--- config.mk ---
export PLATFORM = sky130hd
export DESIGN_NAME = vga_timing_gen_flat
export DESIGN_NICKNAME = d
export VERILOG_FILES = /design/src/rtl/vga_if.sv /design/src/rtl/vga_timing_gen.sv /design/src/flat_wrapper.sv
export SDC_FILE = /design/constraint.sdc
export NUM_CORES = 1
export LEC_CHECK = 0
export BUFFER_PORTS_ARGS = -buffer_cell sky130_fd_sc_hd__buf_4
export CORE_AREA = 4 4 62 64
export DETAILED_ROUTE_END_ITERATION = 7
export DIE_AREA = 0 0 66 68
export PLACE_DENSITY = 0.79
export SETUP_SLACK_MARGIN = 0.05
export SLEW_MARGIN = 25
export SYNTH_ARGS = -nofsm -noshare
export SYNTH_HDL_FRONTEND = slang
export SYNTH_SLANG_ARGS = --single-unit
--- constraint.sdc ---
create_clock -name clk -period 2.7 [get_ports clk]
set_input_delay 0.405 -clock clk [delete_from_list [all_inputs] [get_ports clk]]
set_output_delay 0.405 -clock clk [all_outputs]
set_load 0.005 [all_outputs]
--- src/rtl/vga_if.sv ---
// rtl/vga_if.sv - VGA raster timing bundle shared by every display pipeline stage
interface vga_if;
   logic [10:0] hcount;
   logic [10:0] vcount;
   logic        hblnk;
   logic        vblnk;
   logic        hsync;
   logic        vsync;

   modport out    (output hcount, vcount, hblnk, vblnk, hsync, vsync);
   modport in     (input  hcount, vcount, hblnk, vblnk, hsync, vsync);
   modport master (output hcount, vcount, hblnk, vblnk, hsync, vsync);
   modport slave  (input  hcount, vcount, hblnk, vblnk, hsync, vsync);
endinterface

--- src/rtl/vga_timing_gen.sv ---
// rtl/vga_timing_gen.sv - free-running VGA raster timing generator (optional VGA_FRAME_CNT_EN frame tick/counter)
module vga_timing_gen #(
   parameter int H_ACTIVE  = 800,
   parameter int H_FP      = 40,
   parameter int H_SYNC    = 128,
   parameter int H_BP      = 88,
   parameter int V_ACTIVE  = 600,
   parameter int V_FP      = 1,
   parameter int V_SYNC    = 4,
   parameter int V_BP      = 23,
   parameter bit HSYNC_POL = 1'b1,
   parameter bit VSYNC_POL = 1'b1
) (
   input  logic        clk,
   input  logic        rst,
`ifdef VGA_FRAME_CNT_EN
   vga_if.out          vga_out,
   output logic        frame_tick,
   output logic [15:0] frame_cnt
`else
   vga_if.out          vga_out
`endif
);

   localparam int H_TOTAL = H_ACTIVE + H_FP + H_SYNC + H_BP;
   localparam int V_TOTAL = V_ACTIVE + V_FP + V_SYNC + V_BP;

   // Geometry must fit the 11-bit counters.
   if (H_TOTAL > 2048 || H_TOTAL < 1) begin : g_h_total_check
      $error("vga_timing_gen: H_TOTAL must be in 1..2048");
   end
   if (V_TOTAL > 2048 || V_TOTAL < 1) begin : g_v_total_check
      $error("vga_timing_gen: V_TOTAL must be in 1..2048");
   end

   localparam logic [10:0] H_LAST       = 11'(H_TOTAL - 1);
   localparam logic [10:0] V_LAST       = 11'(V_TOTAL - 1);
   // Decode thresholds are one bit wider so an active width of 2048 does not alias to 0.
   localparam logic [11:0] H_BLNK_START = 12'(H_ACTIVE);
   localparam logic [11:0] H_SYNC_START = 12'(H_ACTIVE + H_FP);
   localparam logic [11:0] H_SYNC_END   = 12'(H_ACTIVE + H_FP + H_SYNC);
   localparam logic [11:0] V_BLNK_START = 12'(V_ACTIVE);
   localparam logic [11:0] V_SYNC_START = 12'(V_ACTIVE + V_FP);
   localparam logic [11:0] V_SYNC_END   = 12'(V_ACTIVE + V_FP + V_SYNC);

   logic [10:0] r_hcount;
   logic [10:0] r_vcount;
   logic        r_hblnk;
   logic        r_vblnk;
   logic        r_hsync;
   logic        r_vsync;

   logic        w_h_wrap;
   logic        w_v_wrap;
   logic [10:0] w_hcount_next;
   logic [10:0] w_vcount_next;
   logic [11:0] w_h_ext;
   logic [11:0] w_v_ext;
   logic        w_hblnk_next;
   logic        w_vblnk_next;
   logic        w_hsync_next;
   logic        w_vsync_next;

   // Next raster position and its decoded blank/sync levels, so counts and levels register together.
   always_comb begin
      w_h_wrap      = (r_hcount == H_LAST);
      w_v_wrap      = (r_vcount == V_LAST);
      w_hcount_next = w_h_wrap ? 11'd0 : r_hcount + 11'd1;
      w_vcount_next = r_vcount;
      if (w_h_wrap) begin
         w_vcount_next = w_v_wrap ? 11'd0 : r_vcount + 11'd1;
      end
      w_h_ext      = {1'b0, w_hcount_next};
      w_v_ext      = {1'b0, w_vcount_next};
      w_hblnk_next = (w_h_ext >= H_BLNK_START);
      w_vblnk_next = (w_v_ext >= V_BLNK_START);
      w_hsync_next = ((w_h_ext >= H_SYNC_START) && (w_h_ext < H_SYNC_END)) ? HSYNC_POL : ~HSYNC_POL;
      w_vsync_next = ((w_v_ext >= V_SYNC_START) && (w_v_ext < V_SYNC_END)) ? VSYNC_POL : ~VSYNC_POL;
   end

   // Raster state register; reset parks at (0,0) with blanks low and syncs inactive.
   always_ff @(posedge clk) begin
      if (rst) begin
         r_hcount <= 11'd0;
         r_vcount <= 11'd0;
         r_hblnk  <= 1'b0;
         r_vblnk  <= 1'b0;
         r_hsync  <= ~HSYNC_POL;
         r_vsync  <= ~VSYNC_POL;
      end else begin
         r_hcount <= w_hcount_next;
         r_vcount <= w_vcount_next;
         r_hblnk  <= w_hblnk_next;
         r_vblnk  <= w_vblnk_next;
         r_hsync  <= w_hsync_next;
         r_vsync  <= w_vsync_next;
      end
   end

   assign vga_out.hcount = r_hcount;
   assign vga_out.vcount = r_vcount;
   assign vga_out.hblnk  = r_hblnk;
   assign vga_out.vblnk  = r_vblnk;
   assign vga_out.hsync  = r_hsync;
   assign vga_out.vsync  = r_vsync;

`ifdef VGA_FRAME_CNT_EN
   logic        r_frame_tick;
   logic [15:0] r_frame_cnt;

   // Tick and count only on a real wrap from the last pixel of the last line, never on reset.
   always_ff @(posedge clk) begin
      if (rst) begin
         r_frame_tick <= 1'b0;
         r_frame_cnt  <= 16'd0;
      end else begin
         r_frame_tick <= w_h_wrap && w_v_wrap;
         if (w_h_wrap && w_v_wrap) begin
            r_frame_cnt <= r_frame_cnt + 16'd1;
         end
      end
   end

   assign frame_tick = r_frame_tick;
   assign frame_cnt  = r_frame_cnt;
`endif

endmodule

--- src/flat_wrapper.sv ---
// flat-port wrapper written by rule: the top's interface ports become plain ports
module vga_timing_gen_flat 
#(
   parameter int H_ACTIVE  = 800,
   parameter int H_FP      = 40,
   parameter int H_SYNC    = 128,
   parameter int H_BP      = 88,
   parameter int V_ACTIVE  = 600,
   parameter int V_FP      = 1,
   parameter int V_SYNC    = 4,
   parameter int V_BP      = 23,
   parameter bit HSYNC_POL = 1'b1,
   parameter bit VSYNC_POL = 1'b1
)
  (clk, rst, vga_out_hcount, vga_out_vcount, vga_out_hblnk, vga_out_vblnk, vga_out_hsync, vga_out_vsync);
  vga_if vga_out_i ();
  input  logic clk;
  input  logic rst;
  output wire logic [$bits(vga_out_i.hcount)-1:0] vga_out_hcount;
  output wire logic [$bits(vga_out_i.vcount)-1:0] vga_out_vcount;
  output wire logic [$bits(vga_out_i.hblnk)-1:0] vga_out_hblnk;
  output wire logic [$bits(vga_out_i.vblnk)-1:0] vga_out_vblnk;
  output wire logic [$bits(vga_out_i.hsync)-1:0] vga_out_hsync;
  output wire logic [$bits(vga_out_i.vsync)-1:0] vga_out_vsync;
  assign vga_out_hcount = vga_out_i.hcount;
  assign vga_out_vcount = vga_out_i.vcount;
  assign vga_out_hblnk = vga_out_i.hblnk;
  assign vga_out_vblnk = vga_out_i.vblnk;
  assign vga_out_hsync = vga_out_i.hsync;
  assign vga_out_vsync = vga_out_i.vsync;
  vga_timing_gen #(.H_ACTIVE(H_ACTIVE), .H_FP(H_FP), .H_SYNC(H_SYNC), .H_BP(H_BP), .V_ACTIVE(V_ACTIVE), .V_FP(V_FP), .V_SYNC(V_SYNC), .V_BP(V_BP), .HSYNC_POL(HSYNC_POL), .VSYNC_POL(VSYNC_POL)) u_core (.clk(clk), .rst(rst), .vga_out(vga_out_i));
endmodule
==> impl_metrics.yaml, run 1 <==
power:
  p_int_mw: 0.480
  power_leakage_nw: 0.669
  p_clk_frac: 0.329
  swShare: 0.221
  p_sw_mw: 0.136
  comb_power_share: 0.034
  seq_power_share: 0.637
  vdd_ir_drop_max_mv: 0.199
  powerDensity_nw_per_um2: 343
clocking:
  cts_tree: "done"
  cts_setup_buffers: 0
  post_cts_resized: 0
  clk_latency_ns: 0.33
  clk_pin_slew_ns: 0.14
  cts-root-buf: "clkbuf_4"
  cts_sinks: 26
  cts-htree-levels: 1
  ctsLongestPathBuffers: 2
  holdBufCountCts: 0
  numCtsBuffers: 3
floorplan:
  die_area_um2: 4490
  die_height_um: 68
  dieWidth_um: 66
  start_util: 0.469
  core-area_um2: 3280
  ioPinCount: 28
  rows: 21
synth:
  netlist_top_cells_count: "dfxtp_1, nor2_1, nand3_1"
  synth_top_area_frac: 0.338
  synth_ff_type: "dfxtp_1"
  synth-edff-count: 0
  yosysWarningCount: 0
  yosysUniqueCellTypes: 53
  syn_area_um2: 1540
  avgSynthCellArea_um2: 8.42
  yosys-mux-area-fraction: 0.0195
  synth-xor-area-share: 0.0795
  synth.area.top_cells: "dfxtp_1, nor2_1, xnor2_1"
  async_reset_ff_frac: 0
  ys_ff_latch: 26
  yosysMostFrequentCell: "dfxtp_1"
  synth_seq_area_share: 0.338
  yosysTopAreaCell: "dfxtp_1"
  syn_nets: 187
  synth_top_family_by_area: "simple AND/OR/NAND/NOR gates"
  yosys.area_share.simple: 0.356
  synthCells: 183
  synth_compound_area_frac: 0.148
  synthAdderAreaFrac: 0.0162
routing:
  ant_nets: 0
  first_pass_iters: 4
  drc: 0
  routed_wirelength_um: 3380
  drtIter0Drc: 93
  wl_per_cell_um: 13.4
  vias_per_cell: 5.42
  via_count: 1367
placed_design:
  finalWeightedCongestion: 0.773
  hpwl_um: 2460
  port_buffers: 27
  dpl_cell_area_um2: 1760
  dp.cells: 248
setup_path:
  worst-path-buf-inv: 0
  critical_path_class: "reg2reg"
  critical_path.cell_chain: "ha_1, and4_1, nand3_4, nor4_4, xnor2_1, nand4bb_1, nor4b_2"
  crit_start: "u_core.vga_out.hcount[0]$_SDFF_PP0_"
  rrSetupSlack_ns: 0.31
  slowest_delay_ns: 0.47
  cp-end-kind: "flop"
  reg2reg_depth: 7
  cp_max_fo: 10
  timing.rr.end: "u_core.vga_out.vsync$_SDFF_PP0_"
  rr_startpoint: "u_core.vga_out.hcount[0]$_SDFF_PP0_"
  cpMaxStageDelayCell: "and4_1"
  required_ns: 2.95
  path_delay_family: "simple AND/OR/NAND/NOR gates"
  startpoint_type: "flop"
  crit_arrival_ns: 2.64
sta:
  worst_pin_slew_ns: 0.525
  timing_hold_violations_final: 0
  slew_violations: 0
  max_freq_mhz: 418
  period_needed_ns: 2.39
  period_share: 0.886
  setup_viol: 0
  fin_setup_tns_ns: 0
  slew_headroom: 0.649
  rsz0062_at_grt: "false"
  finClkSkew_ns: 0.00346
  whs_ns: 0.413
global_route:
  antenna_found_initial: 0
  grt_start_max_net_pins: 25
  grt_pass1_vias: 1226
  grt_overflow: 0
  grt_pass1_wl_um: 5530
  track_usage: 0.156
worst_hold_path:
  hold_end: "u_core.vga_out.hcount[9]$_SDFF_PP0_"
  hold_depth: 2
  hp-class: "in2reg"
  hold_start: "rst"
job:
  maxCapViolations: 0
cells_and_area:
  antennaDiodeCount: 0
  final_cell_area_um2: 1790
  fin_nets: 211
  synthToLayoutAreaGrowth_pct: 16.4
  utilization: 0.546
  drive_above_1_share: 0.233
  finalNonFillerCells: 252
outcome:
  status: "finished, final reports clean"
[registers in the layout (all words and copies together), names as in the netlist]
register,flops
u_core.vga_out.vsync,1
u_core.vga_out.hsync,1
u_core.vga_out.vcount,11
u_core.vga_out.hblnk,1
u_core.vga_out.vblnk,1
u_core.vga_out.hcount,11
[cell families (layout without fill, tap and decap cells)]
group | after synthesis | in the layout
and+or+nand+nor | 91 | 91
buffers and inverters | 13 | 36
adders and majority gates | 2 | 2
AOI/OAI and AO/OA | 34 | 34
xor gates and xnor gates | 14 | 14
muxes | 3 | 3
DFF | 26 | 26
[power groups by stage]
stage          combinational, mW  clock [mW]  sequential [mW]
2_1_floorplan             0.0105           0            0.401
3_5_place_dp              0.0207           0            0.401
6_report                  0.0207       0.203            0.393
3_3_place_gp              0.0210           0            0.400
5_1_grt                   0.0230       0.227            0.394
4_1_cts                   0.0209       0.207            0.393
[area by class of cell]
type                            count  area (um^2)
Fill cell                         306         1490
Inverter                            4         15.0
Clock buffer                        4         36.3
Tap cell                           46         57.6
Sequential cell                    26          520
Timing Repair Buffer               28          210
Multi-Input combinational cell    144          955
[through the flow]
stage                     total power, mW  setup WS, ns
after floorplan                     0.411         0.590
after global placement              0.421         0.429
after detailed placement            0.422         0.340
after CTS                           0.621         0.310
after global routing                0.643         0.116
final                               0.616         0.309
[worst max-delay path by stage]
stage / to / slack [ns] / cells past startpoint
6_report: u_core.vga_out.vsync$_SDFF_PP0_ / 0.31 / 7
3_5_place_dp: u_core.vga_out.vsync$_SDFF_PP0_ / 0.34 / 7
4_1_cts: u_core.vga_out.vblnk$_SDFF_PP0_ / 0.31 / 7
2_1_floorplan: u_core.vga_out.vsync$_SDFF_PP0_ / 0.59 / 8
3_3_place_gp: u_core.vga_out.vsync$_SDFF_PP0_ / 0.43 / 7
5_1_grt: u_core.vga_out.vblnk$_SDFF_PP0_ / 0.12 / 7
[cell usage in the layout, fill, tap and decap left out, types with 3 or more instances in the layout]
cell type / count
nand2_1: 9
nand3_1: 11
nor2_1: 25
o21ai_0: 8
xor2_1: 4
and2_1: 3
buf_4: 28
mux2i_1: 3
dfxtp_1: 26
nor3_1: 6
xnor2_1: 10
clkbuf_4: 3
nor2b_1: 3
and3_1: 6
inv_1: 4
a21oi_1: 10
nand4_1: 4
[routing by layer]
layer,vias to the layer above,global-route usage,share of wire
met2,37,0.264,0.46
met5,-,0,0
met4,0,0.0584,0.011
met3,4,0.0230,0.054
met1,622,0.203,0.47
li1,704,-,-
Power figures use the tool's default switching activity.
==> inputs of run 2 (changes only) <==
--- a/config.mk
+++ b/config.mk
@@ -6,10 +6,10 @@
 export NUM_CORES = 1
 export LEC_CHECK = 0
 export BUFFER_PORTS_ARGS = -buffer_cell sky130_fd_sc_hd__buf_4
-export CORE_AREA = 4 4 62 64
+export CORE_AREA = 4 4 68 70
 export DETAILED_ROUTE_END_ITERATION = 7
-export DIE_AREA = 0 0 66 68
-export PLACE_DENSITY = 0.79
+export DIE_AREA = 0 0 72 74
+export PLACE_DENSITY = 0.68
 export SETUP_SLACK_MARGIN = 0.05
 export SLEW_MARGIN = 25
 export SYNTH_ARGS = -nofsm -noshare
==> run 2 against run 1 <==
  * Power is 2.9% higher
  * Wire length down 0.77%
  * Sequential power hardly changed
  * Clock skew grew 0.00091 ns
  * Critical path depth unchanged
  * Maximum frequency down 0.79%
  * Die area is 19% higher
==> impl_metrics.yaml, run 2 (synthesis results as in run 1) <==
clocking:
  cts-root-buf: "clkbuf_8"
  cts-htree-levels: 1
  ctsLongestPathBuffers: 2
  holdBufCountCts: 0
  cts_tree: "done"
  clk_latency_ns: 0.27
  clk_pin_slew_ns: 0.09
  cts_setup_buffers: 0
  cts_sinks: 26
  numCtsBuffers: 3
  post_cts_resized: 0
routing:
  drtIter0Drc: 73
  vias_per_cell: 5.31
  via_count: 1349
  met1_length_um: 1670
  wl_per_cell_um: 13.2
  drc: 0
  ant_nets: 0
  top_layer: "met4"
  met3WireLength_um: 138
  routed_wirelength_um: 3360
  route.met2.wl_um: 1500
  first_pass_iters: 4
sta:
  timing_hold_violations_final: 0
  finClkSkew_ns: 0.00437
  slew_headroom: 0.658
  fin_setup_tns_ns: 0
  worst_pin_slew_ns: 0.511
  period_needed_ns: 2.41
  slew_violations: 0
  setup_viol: 0
  period_share: 0.893
  rsz0062_at_grt: "false"
  max_freq_mhz: 415
floorplan:
  die_area_um2: 5330
  core-area_um2: 3970
  die_height_um: 74
  start_util: 0.388
  dieWidth_um: 72
  rows: 23
  ioPinCount: 28
power:
  vdd_ir_drop_max_mv: 0.185
  seq_power_share: 0.618
  p_clk_frac: 0.349
  power_leakage_nw: 0.664
  p_total_mw: 0.634
  swShare: 0.216
  p_sw_mw: 0.137
  p_int_mw: 0.497
  powerDensity_nw_per_um2: 352
  comb_power_share: 0.032
setup_path:
  crit_arrival_ns: 2.59
  cp-end-kind: "flop"
  cp_max_fo: 9
  worst-path-buf-inv: 0
  critical_path.cell_chain: "ha_1, and3_1, nand3_1, nor4_4, xnor2_1, nand4bb_1, nor4b_2"
  slowest_delay_ns: 0.49
  startpoint_type: "flop"
  path_delay_family: "simple AND/OR/NAND/NOR gates"
  critical_path_class: "reg2reg"
  required_ns: 2.88
  cpMaxStageDelayCell: "dfxtp_1"
global_route:
  grt_pass1_vias: 1207
  grt_pass1_wl_um: 5660
  track_usage: 0.131
  grt_overflow: 0
  antenna_found_initial: 0
  grt_start_max_net_pins: 25
placed_design:
  finalWeightedCongestion: 0.804
  hpwl_um: 2470
  port_buffers: 27
job:
  maxCapViolations: 0
outcome:
  status: "finished, final reports clean"
cells_and_area:
  multi_input_area_um2: 956
  drive_above_1_share: 0.230
  seq_area_um2: 520
  mostFrequentLayoutCells: "buf_4, dfxtp_1, nor2_1"
  fin_nets: 210
  final_common_cell: "buf_4"
  antennaDiodeCount: 0
  synthToLayoutAreaGrowth_pct: 16.6
  fillers: 408
worst_hold_path:
  hp-class: "in2reg"
## run 2: cell count changes in the layout (fill, tap and decap cells not counted)
cell      change
and4_1        -1
and4_2        +1
buf_4         -1
clkbuf_4      -3
clkbuf_8      +2
## run 2: path summary, 6_finish.rpt
| check | from | cells after the start | endpoint | slack (ns) |
|---|---|---|---|---|
| hold / removal | rst | 2 | u_core.vga_out.hcount[2]$_SDFF_PP0_ | 0.48 |
| setup reg to reg | u_core.vga_out.vcount[0]$_SDFF_PP0_ | 7 | u_core.vga_out.vsync$_SDFF_PP0_ | 0.29 |
| setup / recovery | u_core.vga_out.vcount[0]$_SDFF_PP0_ | 7 | u_core.vga_out.vsync$_SDFF_PP0_ | 0.29 |
| hold reg to reg | u_core.vga_out.hcount[0]$_SDFF_PP0_ | 1 | u_core.vga_out.hcount[0]$_SDFF_PP0_ | 0.52 |
## run 2: metrics by stage
stage,util,hold WS [ns],instance area [um^2],worst slack [ns],cells
2_1_floorplan,-,0.477,1540,0.590,183
3_3_place_gp,0.442,0.500,1760,0.384,251
3_5_place_dp,0.442,0.511,1760,0.295,251
4_1_cts,0.452,0.484,1800,0.283,254
5_1_grt,0.453,0.498,1800,0.0514,254
6_report,0.453,0.478,1800,0.290,254
## run 2: metal layers
metal | vias up | global-route usage
met1 | 616 | 0.187
met4 | 0 | 0.0543
met2 | 28 | 0.201
met5 | - | 0
li1 | 701 | -
met3 | 4 | 0.0176
## run 2: final cells by class
type,instances,share of cell area
multi-input combinational,144,0.532
sequential,26,0.289
timing repair buffer,27,0.113
tap,50,0.0348
clock buffer,3,0.0230
inverter,4,0.00835
## run 2: power groups by stage
| stage | clock, mW | sequential (mW) | combinational (mW) |
|---|---|---|---|
| final | 0.221 | 0.392 | 0.0205 |
| after floorplan | 0 | 0.401 | 0.0105 |
| after global routing | 0.238 | 0.393 | 0.0237 |
| after detailed placement | 0 | 0.401 | 0.0209 |
| after global placement | 0 | 0.400 | 0.0209 |
| after CTS | 0.229 | 0.392 | 0.0210 |
